File: src/rtl/rhd_spi_slave_gen.sv
// Behavioural model of one RHD2000-family amplifier chip seen from a single MISO line.
// Optional macro RHD_LFSR_NOISE_EN adds LFSR noise to the low nibble of CONVERT results.
module rhd_spi_slave_gen #(
  parameter int STARTING_SEED = 0,
  parameter int NUM_CH        = 64,
  parameter int SYNC_STAGES   = 2,
  parameter int PIPE_DEPTH    = 2,
  parameter int CHIP_ID       = 1
) (
  input  logic        clk,
  input  logic        rst,
  input  logic        SCLK,
  input  logic        MOSI,
  input  logic        CS,
  output logic        MISO,
  output logic        cmd_valid,
  output logic [15:0] cmd_word,
  output logic        frame_error,
  output logic [15:0] convert_count
);

  logic [SYNC_STAGES-1:0] sclkSync_q, csSync_q, mosiSync_q;
  logic        sclkPrev_q, csPrev_q, inFrame_q;
  logic [4:0]  bitCnt_q;
  logic [15:0] rxShift_q, txShift_q;
  logic [15:0] pipe_q [PIPE_DEPTH];
  logic [7:0]  regFile_q [40];
  logic [15:0] convCnt_q, cmdWord_q;
  logic        miso_q, cmdValid_q, frameErr_q;
`ifdef RHD_LFSR_NOISE_EN
  logic [15:0] lfsr_q;
`endif

  logic sclkS, csS, mosiS, sclkRise, sclkFall, csFall, csRise;
  assign sclkS    = sclkSync_q[SYNC_STAGES-1];
  assign csS      = csSync_q[SYNC_STAGES-1];
  assign mosiS    = mosiSync_q[SYNC_STAGES-1];
  assign sclkRise = sclkS & ~sclkPrev_q;
  assign sclkFall = ~sclkS & sclkPrev_q;
  assign csFall   = ~csS & csPrev_q;
  assign csRise   = csS & ~csPrev_q;

  function automatic logic [7:0] romRead(input logic [5:0] r);
    case (r)
      6'd40:   romRead = 8'h49;
      6'd41:   romRead = 8'h4E;
      6'd42:   romRead = 8'h54;
      6'd43:   romRead = 8'h41;
      6'd44:   romRead = 8'h4E;
      6'd60:   romRead = 8'h01;
      6'd61:   romRead = 8'h00;
      6'd62:   romRead = 8'(NUM_CH);
      6'd63:   romRead = 8'(CHIP_ID);
      default: romRead = 8'h00;
    endcase
  endfunction

  logic [5:0]  cmdC;
  logic [7:0]  wrData, romVal, regVal;
  logic [15:0] rsp_d;
  logic        wrEn_d, isConv_d, cntInc_d;

  // CALIBRATE, CLEAR and every unrecognised word share the all-zero response.
  always_comb begin
    cmdC     = rxShift_q[13:8];
    wrData   = rxShift_q[7:0];
    romVal   = romRead(cmdC);
    regVal   = (cmdC < 6'd40) ? regFile_q[cmdC] : romVal;
    rsp_d    = 16'h0000;
    wrEn_d   = 1'b0;
    isConv_d = 1'b0;
    cntInc_d = 1'b0;
    case (rxShift_q[15:14])
      2'b00: begin
        isConv_d = 1'b1;
        cntInc_d = (cmdC == 6'd0);
        if (int'(cmdC) < NUM_CH) begin
          rsp_d = 16'(STARTING_SEED) + {10'd0, cmdC} + convCnt_q;
`ifdef RHD_LFSR_NOISE_EN
          rsp_d[3:0] = rsp_d[3:0] ^ lfsr_q[3:0];
`endif
        end
      end
      2'b10: begin
        if (cmdC < 6'd40) begin
          wrEn_d = 1'b1;
          rsp_d  = {8'hFF, wrData};
        end else begin
          rsp_d  = {8'hFF, romVal};
        end
      end
      2'b11:   rsp_d = {8'h00, regVal};
      default: rsp_d = 16'h0000;
    endcase
  end

  // inFrame_q gates everything so a frame cut by reset is ignored until the next CS fall.
  always_ff @(posedge clk) begin
    if (rst) begin
      sclkSync_q <= '0;
      csSync_q   <= '0;
      mosiSync_q <= '0;
      sclkPrev_q <= 1'b0;
      csPrev_q   <= 1'b0;
      inFrame_q  <= 1'b0;
      bitCnt_q   <= 5'd0;
      rxShift_q  <= 16'h0000;
      txShift_q  <= 16'h0000;
      convCnt_q  <= 16'h0000;
      cmdWord_q  <= 16'h0000;
      miso_q     <= 1'b0;
      cmdValid_q <= 1'b0;
      frameErr_q <= 1'b0;
      for (int i = 0; i < PIPE_DEPTH; i++) pipe_q[i] <= 16'h0000;
      for (int i = 0; i < 40; i++) regFile_q[i] <= 8'h00;
`ifdef RHD_LFSR_NOISE_EN
      lfsr_q     <= 16'hACE1;
`endif
    end else begin
      sclkSync_q <= {sclkSync_q[SYNC_STAGES-2:0], SCLK};
      csSync_q   <= {csSync_q[SYNC_STAGES-2:0], CS};
      mosiSync_q <= {mosiSync_q[SYNC_STAGES-2:0], MOSI};
      sclkPrev_q <= sclkS;
      csPrev_q   <= csS;
      cmdValid_q <= 1'b0;
      frameErr_q <= 1'b0;
      if (csFall) begin
        inFrame_q <= 1'b1;
        txShift_q <= pipe_q[PIPE_DEPTH-1];
        miso_q    <= pipe_q[PIPE_DEPTH-1][15];
        if (sclkRise) begin
          bitCnt_q  <= 5'd1;
          rxShift_q <= {rxShift_q[14:0], mosiS};
        end else begin
          bitCnt_q  <= 5'd0;
        end
      end else if (inFrame_q && csRise) begin
        inFrame_q <= 1'b0;
        if (bitCnt_q == 5'd16) begin
          cmdValid_q <= 1'b1;
          cmdWord_q  <= rxShift_q;
          for (int i = PIPE_DEPTH - 1; i > 0; i--) pipe_q[i] <= pipe_q[i-1];
          pipe_q[0] <= rsp_d;
          if (wrEn_d) regFile_q[cmdC] <= wrData;
          if (cntInc_d) convCnt_q <= convCnt_q + 16'd1;
`ifdef RHD_LFSR_NOISE_EN
          if (isConv_d)
            lfsr_q <= {lfsr_q[0] ^ lfsr_q[2] ^ lfsr_q[3] ^ lfsr_q[5], lfsr_q[15:1]};
`endif
        end else begin
          frameErr_q <= 1'b1;
        end
      end else if (inFrame_q) begin
        if (sclkRise) begin
          rxShift_q <= {rxShift_q[14:0], mosiS};
          if (bitCnt_q != 5'd16) bitCnt_q <= bitCnt_q + 5'd1;
        end
        if (sclkFall) begin
          txShift_q <= {txShift_q[14:0], 1'b0};
          miso_q    <= txShift_q[14];
        end
      end
    end
  end

  assign MISO          = miso_q;
  assign cmd_valid     = cmdValid_q;
  assign cmd_word      = cmdWord_q;
  assign frame_error   = frameErr_q;
  assign convert_count = convCnt_q;

`ifndef RHD_LFSR_NOISE_EN
  logic unusedConv;
  assign unusedConv = isConv_d;
`endif

endmodule

File: config.mk
export PLATFORM = sky130hd
export DESIGN_NAME = rhd_spi_slave_gen
export DESIGN_NICKNAME = d
export VERILOG_FILES = /design/src/rtl/rhd_spi_slave_gen.sv
export SDC_FILE = /design/constraint.sdc
export NUM_CORES = 1
export LEC_CHECK = 0
export CAP_MARGIN = 20
export CORE_MARGIN = 8
export CORE_UTILIZATION = 40
export CTS_CLUSTER_DIAMETER = 50
export DETAILED_ROUTE_END_ITERATION = 10
export GPL_TIMING_DRIVEN = 0
export PLACE_DENSITY = 0.63
export SLEW_MARGIN = 10
export SYNTH_ARGS = -nofsm -noshare
export SYNTH_HDL_FRONTEND = slang
export SYNTH_SLANG_ARGS = --single-unit
File: constraint.sdc
create_clock -name clk -period 7.63 [get_ports clk]
set_input_delay 1.526 -clock clk [delete_from_list [all_inputs] [get_ports clk]]
set_output_delay 1.526 -clock clk [all_outputs]
set_load 0.05 [all_outputs]
# Word-level counts from Yosys, hierarchy flattened
# Memory sizes are Yosys's and may differ from the RTL's. A register that Yosys moved wholly into a read port is not among the register bits.
# Index checks and enable logic that the tools add are counted.
[word_totals]
inputBits = 5
ramBits = 352
wordCells = 110
output_inout_bits = 35
ff_bits = 80
mem_count = 2
[memory_table]
columns = ["name", "words", "word_bits", "rd", "rd_clocked_by_memory_dff", "wr", "line", "rtl"]
rows = [
  ["regFile_q", 40, 8, 1, 1, 40, "27", "logic [7:0] regFile_q [40];"],
  ["pipe_q", 2, 16, 2, 0, 2, "26", "logic [15:0] pipe_q [PIPE_DEPTH];"],
]
[op_classes]
addsub = 3
bitwise_logic = 12
n_reduce_logical = 17
eq_ne = 13
mux = 48
order_cmp = 1
[op_table]
columns = ["operator", "n"]
rows = [
  ["$mux W16", 6],
  ["$mux W15", 4],
  ["$eq A6 B6 Y1 const B", 8],
  ["$pmux W16 S3", 1],
  ["$pmux W7 S6", 1],
  ["$mux W1", 25],
  ["$mux W5", 5],
  ["$mux W8", 3],
  ["$mux W6", 3],
  ["$add A16 B1 Y16 const B", 1],
  ["$add A6 B16 Y16", 1],
  ["$reduce_bool A2 Y1", 5],
  ["$reduce_and A4 Y1", 2],
  ["$reduce_or A8 Y1", 1],
  ["$logic_not A6 Y1", 1],
  ["$lt A6 B6 Y1 const B", 1],
  ["$not A1 Y1", 6],
  ["$reduce_and A3 Y1", 2],
  ["$add A5 B1 Y5 const B", 1],
  ["$eq A5 B5 Y1 const B", 1],
  ["$ne A5 B5 Y1 const B", 1],
  ["$and A1 B1 Y1", 4],
  ["$eq A2 B2 Y1 const B", 2],
  ["$reduce_or A2 Y1", 2],
  ["other kinds (6)", 7],
]

# Logic depth before layout (Yosys ltp)
# Gate-level depths: netlist of the first run.
[logic_depth]
word_depth = 11
ltp_mapped = 11
ltp_nobuf = 10

# Worst setup path after synthesis of the first run
# Ideal clock, no wire load.
[synth_timing]
path_kind = "input-to-reg"
from = "in rst"
to = "mem pipe_q[0][0], enable pin"
slack_ns = 4.475
cell_stages = 4
arrival_ns = 2.753
setup_time_ns = 0.402
path_buffers = 2
required_time_ns = 7.228
cell_sequence = "clkbuf_1 > nor2_1 > clkbuf_1 > inv_1"
[synth_lines]
columns = ["element", "line", "rtl"]
rows = [
  ["from (decl)", "11", "input logic rst,"],
  ["to (decl)", "26", ""],
]

==> results of run 1 <==
-- path summary, 6_finish.rpt --
kind / from / end / slack, ns / depth (start not counted)
setup reg to reg: flop / pipe_q[0][4] / 3.29 / 8
hold / removal: mosiSync_q[0] / mosiSync_q[1] / 0.43 / 1
hold reg to reg: mosiSync_q[0] / mosiSync_q[1] / 0.43 / 1
setup / recovery: flop / pipe_q[0][4] / 3.29 / 8
-- cell type report --
| type | instances | area share (%) |
|---|---|---|
| timing repair buffer | 42 | 1.417 |
| sequential | 630 | 56.32 |
| tap | 882 | 3.442 |
| multi-input combinational | 1280 | 29.47 |
| inverter | 15 | 0.1756 |
| buffer | 125 | 1.631 |
| clock inverter | 40 | 1.116 |
| clock buffer | 96 | 6.427 |
-- cell families after synthesis --
group,count (synthesis)
AO/OA/AOI/OAI,182
XOR/XNOR,30
adder cells (fa/ha/maj),10
buffers and inverters,140
flip-flops,630
multiplexers,180
other,1
AND/OR/NAND/NOR,686
-- flip-flops by register name, summed over array words and instances (netlist names), 2 cells and up, named ones only --
| signal | flops |
|---|---|
| regFile_q | 512 |
| pipe_q | 32 |
| cmd_word | 16 |
| convert_count | 16 |
| rxShift_q | 16 |
| txShift_q | 15 |
| bitCnt_q | 5 |
| csSync_q | 2 |
| mosiSync_q | 2 |
| sclkSync_q | 2 |
-- power by group --
part	switching [mW]	leakage [nW]	internal [mW]
sequential	0.0291	6.31	3.83
combinational	0.118	3.81	0.0543
clock	1.44	1.17	2.06
-- critical path, cell delays in order, from the launching register on --
cell and delay (ns):
dfxtp_1 0.31, buf_2 0.27, buf_2 0.47, buf_2 0.52
buf_2 0.58, buf_1 0.88, mux2i_1 0.58, a31oi_1 0.16
a21o_1 0.27
-- synth_stat cells (20+ instances only) --
library cell and count:
edfxtp_1 544, and2_1 341, mux4_2 123, nand2_1 118, nor2_1 95, clkbuf_1 87
dfxtp_1 86, a21oi_1 52, mux2i_1 52, or2_2 33, buf_2 27, o21ai_0 26
nor2b_1 20
-- metrics by stage --
step	hold WS [ns]	instances	instance area (sq um)
3_5_place_dp	0.4265	2972	29590
4_1_cts	0.4380	3108	32010
2_1_floorplan	0.4138	2050	28080
6_report	0.4337	3110	32060
5_1_grt	0.4484	3110	32060
3_3_place_gp	0.4236	2970	29570
-- per-layer routing --
| layer | part of all wire, % | vias to the layer above | track usage (%) |
|---|---|---|---|
| met2 | 47 | 816 | 31.76 |
| met3 | 9.6 | 177 | 4.991 |
| met1 | 40 | 8686 | 26.18 |
| met4 | 3.9 | 0 | 7.246 |
| li1 | - | 7364 | - |
| met5 | 0 | - | 0 |
==> results.md, run 1 <==
- Initial antenna violation count: 2
- Total track usage: 19.87%
- Unrepaired setup endpoints after global routing: false
- CTS tree: built
- Status: finished, final reports clean
- Placement Setup Slack: 3.421 ns
- WS Path Type: reg2reg
- Die area: 77040 sq um
- CORE AREA: 68230 sq um
- Largest area contributor in the synthesized netlist: edfxtp_1
- Complex-gate fraction of the synthesized area: 4.453%
- Post-synth cell types: 67
- Pins Over Slew Limit: 0
- Tmin final: 4.343 ns
- Synth Cell Area: 27370 sq um
- Crit-path max FO: 10
- CP startpoint kind: flop
- Setup TNS: 0 ns
- Average cell area after synthesis: 14.72 sq um
- Overall die height: 277.6 um
- CTS buffer count: 77
- CP required: 7.99 ns
- First DRT Iteration DRCs: 2071
- I/O Buffers: 38
- # fillers: 5991
- Final hold vios: 0
- FMAX: 0.2302 GHz
- Via count: 17043
- Share of flip-flops with an asynchronous set or reset: 0%
- Layout cells sized above 1: 14.18%
- WL final: 78.06 mm
- Post-CTS setup buffers: 0
- Clk buf depth: 3
- Post-synth EDFFs: 544
- Multi-input logic area: 9448 sq um
- Largest net degree at the start of global routing: 33
- Grt total ovfl: 0
- Hpwl dp: 53.50 mm
- Multiplexer share of the synthesized area: 12.23%
- Starting density of the core: 40.11%
- CTS Hold Bufs: 0
- Clock skew: 0.02848 ns
- Synth top area cells: edfxtp_1 (60%), mux4_2 (10%), and2_1 (7.8%)
- Slew @ Worst Pin: 1.115 ns
- Final setup viols: 0
- Most frequent cells in the layout: edfxtp_1 (544), and2_1 (341), conb_1 (192)
- First-pass GRT wire length: 112.3 mm
- CTS H-tree depth: 3
- WL/cell: 25.10 um
- PwrDens: 235.0 nW/um^2
- DRC viols: 0
- CP Capture Type: flop
- Final period util: 56.93%
- Post-Synth Adder-Cell Area: 0.4846%
- Min-delay worst type: reg2reg
- VDD IR max: 0.1518 mV
- Max-cap viol count: 0
- Largest family of logic cells by synthesized area: simple AND/OR/NAND/NOR gates
- Synthesis-to-layout area growth: 17.16%
- Synth warn: 0
- Relative slew slack: 25.68%
- N_diodes: 0
- Area share of xor/xnor cells in the synthesized design: 0.9601%
- Fin worst setup slack: 3.287 ns
- Detailed Routing Iterations Pass 1: 5
- Leakage: 11.28 nW
- Clock slew at reported path FFs: 0.06 ns
- Root Buffer: clkbuf_16
- Seq cells post-synth: 630
- Ys flop type: edfxtp_1
- Final Core Density: 46.99%
- Die Width: 277.6 um
- Post_cts resized: 0
- Mapped Cells: 1859
- Commonest non-fill, non-tap cell in the layout: edfxtp_1
- CTS sink count: 630
- GP Congestion: 0.9666
- Clock Latency Late Sink: 0.62 ns
- Num ports: 40
- Top cell type's share of synthesized area: 59.69%
- Routed Antenna Nets: 0
- Simple-Gate Fraction of Synth Area: 13.76%
- Cell row count: 96
- Number of global-route vias before repair: 16698
- Vias per cell: 5.480
- CP arrival: 4.71 ns
- Sequential share of the synthesized area: 65.98%
- Final nets: 2186
- Total power: 7.536 mW
- Reg area: 18060 sq um
Power figures use the tool's default switching activity.
==> inputs of run 2 (changes only) <==
==> constraint.sdc (replaced) <==
create_clock -name clk -period 4.3 [get_ports clk]
set_input_delay 0.86 -clock clk [delete_from_list [all_inputs] [get_ports clk]]
set_output_delay 0.86 -clock clk [all_outputs]
set_load 0.05 [all_outputs]
==> results of run 2 <==
Same layout as run 1 (identical final DEF). Status: finished, violations left: setup timing.
Among the figures that moved: setup slack after placement 3.421 ns -> 0.1027 ns; setup slack after layout 3.287 ns -> -0.04345 ns; setup TNS 0 ns -> -0.06139 ns; number of setup violations in the final report 0 -> 2; register-to-register setup slack 3.29 ns -> -0.04 ns; total power 7.536 mW -> 13.37 mW; worst IR drop on VDD 0.1518 mV -> 0.2694 mV
==> inputs of run 3 (changes only) <==
--- a/config.mk
+++ b/config.mk
@@ -11,6 +11,7 @@
 export CTS_CLUSTER_DIAMETER = 50
 export DETAILED_ROUTE_END_ITERATION = 10
 export GPL_TIMING_DRIVEN = 0
+export HOLD_SLACK_MARGIN = 0.15
 export PLACE_DENSITY = 0.63
 export SLEW_MARGIN = 10
 export SYNTH_ARGS = -nofsm -noshare
==> constraint.sdc (replaced) <==
create_clock -name clk -period 4.3 [get_ports clk]
set_input_delay 0.43 -clock clk [delete_from_list [all_inputs] [get_ports clk]]
set_output_delay 0.43 -clock clk [all_outputs]
set_load 0.05 [all_outputs]
==> results of run 3 <==
Same layout as run 1 (identical final DEF). Status: finished, violations left: setup timing.
Among the figures that moved: setup slack after placement 3.421 ns -> 0.1027 ns; setup slack after layout 3.287 ns -> -0.04345 ns; setup TNS 0 ns -> -0.06139 ns; hold slack 0.4337 ns -> 0.3976 ns; number of setup violations in the final report 0 -> 2; register-to-register setup slack 3.29 ns -> -0.04 ns; end point of the worst hold path mosiSync_q[1] -> csSync_q[0]; total power 7.536 mW -> 13.37 mW; worst IR drop on VDD 0.1518 mV -> 0.2694 mV
